### config.mk
export PLATFORM = sky130hd
export DESIGN_NAME = multdiv_ctrl
export DESIGN_NICKNAME = d
export VERILOG_FILES = /design/src/rtl/multdiv_ctrl.sv
export SDC_FILE = /design/constraint.sdc
export NUM_CORES = 1
export LEC_CHECK = 0
export CORE_UTILIZATION = 45
export CTS_BUF_LIST = sky130_fd_sc_hd__clkbuf_4 sky130_fd_sc_hd__clkbuf_8 sky130_fd_sc_hd__clkbuf_16
export DETAILED_ROUTE_END_ITERATION = 12
export PLACE_DENSITY = 0.86
export RECOVER_POWER = 50
export SYNTH_ARGS = -nofsm -noshare
export SYNTH_HDL_FRONTEND = slang
export SYNTH_SLANG_ARGS = --single-unit
### constraint.sdc
create_clock -name clock -period 2.6 [get_ports clock]
set_clock_uncertainty 0.1 [all_clocks]
set_input_delay 0.39 -clock clock [delete_from_list [all_inputs] [get_ports clock]]
set_output_delay 0.39 -clock clock [all_outputs]
set_load 0.005 [all_outputs]
### src/rtl/multdiv_ctrl.sv
// Sequencing controller between execute and the multdiv unit: one operation in flight,
// start pulse, pipeline stall, result hold until writeback. Watchdog built with MULTDIV_TIMEOUT_EN.
module multdiv_ctrl #(
    parameter int TIMEOUT_CYCLES = 64
) (
    input  logic        clock,
    input  logic        reset,
    input  logic        req_mult,
    input  logic        req_div,
    input  logic [31:0] req_a,
    input  logic [31:0] req_b,
    input  logic [4:0]  req_rd,
    input  logic        flush,
    output logic        stall,
    output logic [31:0] md_operandA,
    output logic [31:0] md_operandB,
    output logic        md_ctrl_MULT,
    output logic        md_ctrl_DIV,
    input  logic [31:0] md_result,
    input  logic        md_exception,
    input  logic        md_resultRDY,
    output logic        wb_valid,
    output logic [4:0]  wb_rd,
    output logic [31:0] wb_data,
    output logic        wb_exception,
    output logic [2:0]  wb_status,
    input  logic        wb_ack
);

    typedef enum logic [1:0] {IDLE, START, BUSY, DONE} state_t;

    state_t      state;
    state_t      state_nxt;
    logic        accept;
    logic        finish;
    logic        timeout_hit;
    logic        op_mult;
    logic [4:0]  rd_q;

    function automatic logic [2:0] exc_status(input logic is_mult, input logic exc);
        if (!exc)
            return 3'd0;
        return is_mult ? 3'd4 : 3'd5;
    endfunction

    assign accept = (state == IDLE) && (req_mult || req_div) && !flush;
    assign finish = (state == BUSY) && (md_resultRDY || timeout_hit) && !flush;

`ifdef MULTDIV_TIMEOUT_EN
    localparam int CNT_W = $clog2(TIMEOUT_CYCLES + 1);

    logic [CNT_W-1:0] busy_cnt;

    always_ff @(posedge clock or negedge reset) begin
        if (!reset)
            busy_cnt <= '0;
        else if (state == BUSY && state_nxt == BUSY)
            busy_cnt <= busy_cnt + CNT_W'(1);
        else
            busy_cnt <= '0;
    end

    // Fires on the TIMEOUT_CYCLES-th BUSY cycle; a resultRDY in that same cycle still wins.
    assign timeout_hit = (state == BUSY) && !md_resultRDY
                         && (busy_cnt == CNT_W'(TIMEOUT_CYCLES - 1));
`else
    // No watchdog: BUSY waits for md_resultRDY indefinitely.
    assign timeout_hit = (TIMEOUT_CYCLES < 0);
`endif

    always_ff @(posedge clock or negedge reset) begin
        if (!reset)
            state <= IDLE;
        else
            state <= state_nxt;
    end

    always_comb begin
        state_nxt = state;
        stall     = 1'b0;
        if (flush) begin
            state_nxt = IDLE;
        end else begin
            case (state)
                IDLE:  if (req_mult || req_div) state_nxt = START;
                START: state_nxt = BUSY;
                BUSY:  if (md_resultRDY || timeout_hit) state_nxt = DONE;
                DONE:  if (wb_ack) state_nxt = IDLE;
                default: state_nxt = IDLE;
            endcase
        end
        case (state)
            START, BUSY: stall = 1'b1;
            DONE:        stall = !wb_ack;
            default:     stall = 1'b0;
        endcase
    end

    always_ff @(posedge clock or negedge reset) begin
        if (!reset) begin
            md_operandA  <= '0;
            md_operandB  <= '0;
            md_ctrl_MULT <= 1'b0;
            md_ctrl_DIV  <= 1'b0;
            op_mult      <= 1'b0;
            rd_q         <= '0;
            wb_valid     <= 1'b0;
            wb_rd        <= '0;
            wb_data      <= '0;
            wb_exception <= 1'b0;
            wb_status    <= '0;
        end else begin
            // Start pulses are high only in the START cycle that follows acceptance.
            md_ctrl_MULT <= accept && req_mult;
            md_ctrl_DIV  <= accept && !req_mult;
            if (accept) begin
                md_operandA <= req_a;
                md_operandB <= req_b;
                op_mult     <= req_mult;
                rd_q        <= req_rd;
            end
            if (flush) begin
                wb_valid <= 1'b0;
            end else if (finish) begin
                wb_valid <= 1'b1;
                wb_rd    <= rd_q;
                if (md_resultRDY) begin
                    wb_data      <= md_result;
                    wb_exception <= md_exception;
                    wb_status    <= exc_status(op_mult, md_exception);
                end else begin
                    wb_data      <= '0;
                    wb_exception <= 1'b1;
                    wb_status    <= 3'd7;
                end
            end else if (state == DONE && wb_ack) begin
                wb_valid <= 1'b0;
            end
        end
    end

endmodule

==> impl_metrics.yaml <==
sta:
  timing.final.setup_violations: 0
  timing.fmax_ghz: 0.409
  slew_headroom_pct: 26.8
  fin_crit_ps: 2440
  final_hold_viol_count: 0
  whs_ps: 377
  setup_tns_ps: 0
  fin_crit_sh_pct: 94.0
  rsz0062_at_grt: "false"
  slew_violations: 0
  tightest_slew_ps: 1100
placed_design:
  place_congestion: 0.826
  place.port_buffers: 217
  dp_hpwl_um: 8600
worst_setup_path:
  critPathLaunchType: "flip-flop"
  critical_path_arrival_ps: 1950
  worstReg2RegStart: "state[0]$_DFFE_PN0P_"
  rr_worst_depth: 5
  crit_family: "buffers and inverters"
  worstPathMaxFanout: 4
  critPathSlowestCell: "clkdlybuf4s50_1"
  reg2reg_setup_slack_ps: 350
  crit_start: "state[1]$_DFFE_PN0P_"
  slowest_delay_ps: 510
  path_depth: 5
  crit_end: "stall"
  crit_chain: "ha_1, nor2b_1, nor2_1, nor2_1, clkdlybuf4s50_1"
  crit_buf_inv: 1
  cp-end-kind: "primary output"
  critPathKind: "flip-flop to primary output"
  rr_endpoint: "md_operandA[19]$_DFFE_PN0P_"
  cpMostUsedCell: "nor2_1"
  critical_path_required_ps: 2110
logic_synthesis:
  ys_ff_latch: 115
  ys_seq_area_share_pct: 60.4
  syn_area_um2: 4760
  synth-edff-count: 0
  synthArstFlopShare_pct: 100
  syn_inst: 266
  ys_types: 24
  postSynthAreaPerCell_um2: 17.9
  synth_nets: 379
  synthFlopType: "dfrtp_1"
  yosysWarnings: 0
outcome:
  outcome: "finished, final reports clean"
drt:
  vias: 3101
  final_antenna_net_count: 0
  drt-pass1-iter-count: 4
  drt_wl_total_um: 11700
  wl_per_cell_um: 18.0
  drc: 0
  vias_per_cell: 4.78
  drtIter0Drc: 64
global_routing:
  grt_pass1_wl_um: 19100
  grt_max_degree: 45
  grt_pass1_vias: 3503
  track_usage_pct: 23.0
  grt_overflow: 0
  antenna_found_initial: 0
floorplanning:
  core-area_um2: 10300
  die_h_um: 105
  die-area_um2: 11000
  rows: 37
  ios: 218
  die_w_um: 105
  initial_core_util_pct: 46.3
final_layout:
  multi_input_area_um2: 1680
  utilization_pct: 74.6
  syn2layout_area_growth_pct: 60.9
  regArea_um2: 2880
  fillers: 660
  nets: 613
  n_antenna_cell: 0
  drive_above_1_share_pct: 29.2
cts:
  clock_path_buffers: 2
  post_cts_buffers: 0
  insertion_delay_ps: 510
  clock_sinks: 115
  cts_tree: "built"
  cts_root_buffer: "clkbuf_8"
  cts_buffers: 17
  clk_pin_slew_worst_paths_ps: 60
  htreeDepth: 4
pwr:
  p_leak_nw: 3.42
  ir_drop_mv: 0.600
  p_per_area_nw_per_um2: 1210
worst_hold_path:
  hold_path_class: "primary input to flip-flop"
job:
  max-cap-violations: 0
final cells by class:
type                    count  share of cell area (%)
clock buffers              20                    5.94
well taps                 136                    2.22
clock inverters            12                    2.34
repair buffers            228                    29.8
inverters                   4                   0.196
multi-input cells         134                    21.9
flip-flops and latches    115                    37.6
logic make-up after synthesis:
| kind of cell | count (synthesis) | share of synthesized area (%) |
|---|---|---|
| adder cells (fa/ha/maj) | 4 | 1.05 |
| AND/OR/NAND/NOR | 18 | 2.52 |
| AO/OA/AOI/OAI | 3 | 0.578 |
| buffers and inverters | 17 | 4.28 |
| flip-flops | 115 | 60.4 |
| multiplexers | 109 | 31.1 |
flip-flops by register name (all words and copies together) (netlist names):
register and flops:
wb_status 2, wb_rd 5, op_mult 1, wb_exception 1, md_ctrl_DIV 1, md_operandB 32, state 2, wb_valid 1
wb_data 32, md_operandA 32, md_ctrl_MULT 1, rd_q 5
metal layers:
metal  share of wire [%]  routed length (um)  GRT usage, %  vias up
met5                   0                   0             0        -
met1                  40                4660          27.1     1570
met4                 2.2                 262          10.1        0
met2                  53                6190          39.3      121
li1                    -                   -             -     1391
met3                 5.1                 596          6.49       19
worst register-to-register path, stage by stage, from the launching register on:
cell and delay, ps:
dfrtp_1 400, inv_1 150, ha_1 220, nor3b_4 250, clkbuf_1 660, mux2_4 360
through the flow:
stage | cells | instance area [um^2] | setup slack, ps | power, mW
global placement | 616 | 7070 | 360 | 6.79
floorplan | 266 | 4760 | 888 | 4.81
CTS | 649 | 7710 | 88.2 | 9.47
detailed placement | 616 | 7070 | 284 | 6.95
finish | 649 | 7660 | 156 | 9.26
global route | 649 | 7660 | 29.5 | 9.73
cell usage in the layout, fill, tap and decap left out, drive strengths merged, types with 4 or more instances in the layout:
master,count
nor2,5
ha,4
clkinvlp,6
clkbuf,26
nand2,4
dlygate4sd3,31
bufinv,4
inv,4
dfrtp,115
buf,5
mux2,108
clkdlybuf4s50,186
cells in the mapped netlist, types with 2 or more instances:
cell type | count | share of area (%)
dfrtp_1 | 115 | 60
mux2_4 | 68 | 21
mux2_2 | 37 | 8.8
buf_12 | 7 | 2.9
buf_4 | 5 | 0.79
ha_1 | 4 | 1.1
inv_1 | 4 | 0.32
nand2_1 | 4 | 0.32
nor2_1 | 4 | 0.32
mux2_1 | 3 | 0.71
nand2b_1 | 2 | 0.26
worst min-delay path by stage:
stage / depth (start not counted) / from / end / slack [ps]
6_report: 3 / md_exception / wb_status[0]$_DFFE_PN0P_ / 380
5_1_grt: 2 / req_b[29] / md_operandB[29]$_DFFE_PN0P_ / 380
4_1_cts: 2 / reset / md_operandB[17]$_DFFE_PN0P_ / 340
3_5_place_dp: 1 / reset / md_operandB[13]$_DFFE_PN0P_ / 330
3_3_place_gp: 1 / reset / wb_data[18]$_DFFE_PN0P_ / 320
2_1_floorplan: 0 / reset / md_ctrl_DIV$_DFF_PN0_ / -6
power by group:
part	switching (mW)	internal, mW
sequential	0.511	2.67
combinational	1.04	2.60
clock	0.808	1.63
total	2.36	6.89
what timing repair did:
| action | 4_1_cts | 5_1_grt |
|---|---|---|
| hold buffers | 1 | 0 |
| endpoints found under the hold margin | 41 | 0 |
| resized for setup | 0 | 0 |
(Power assumes the default switching activity.)
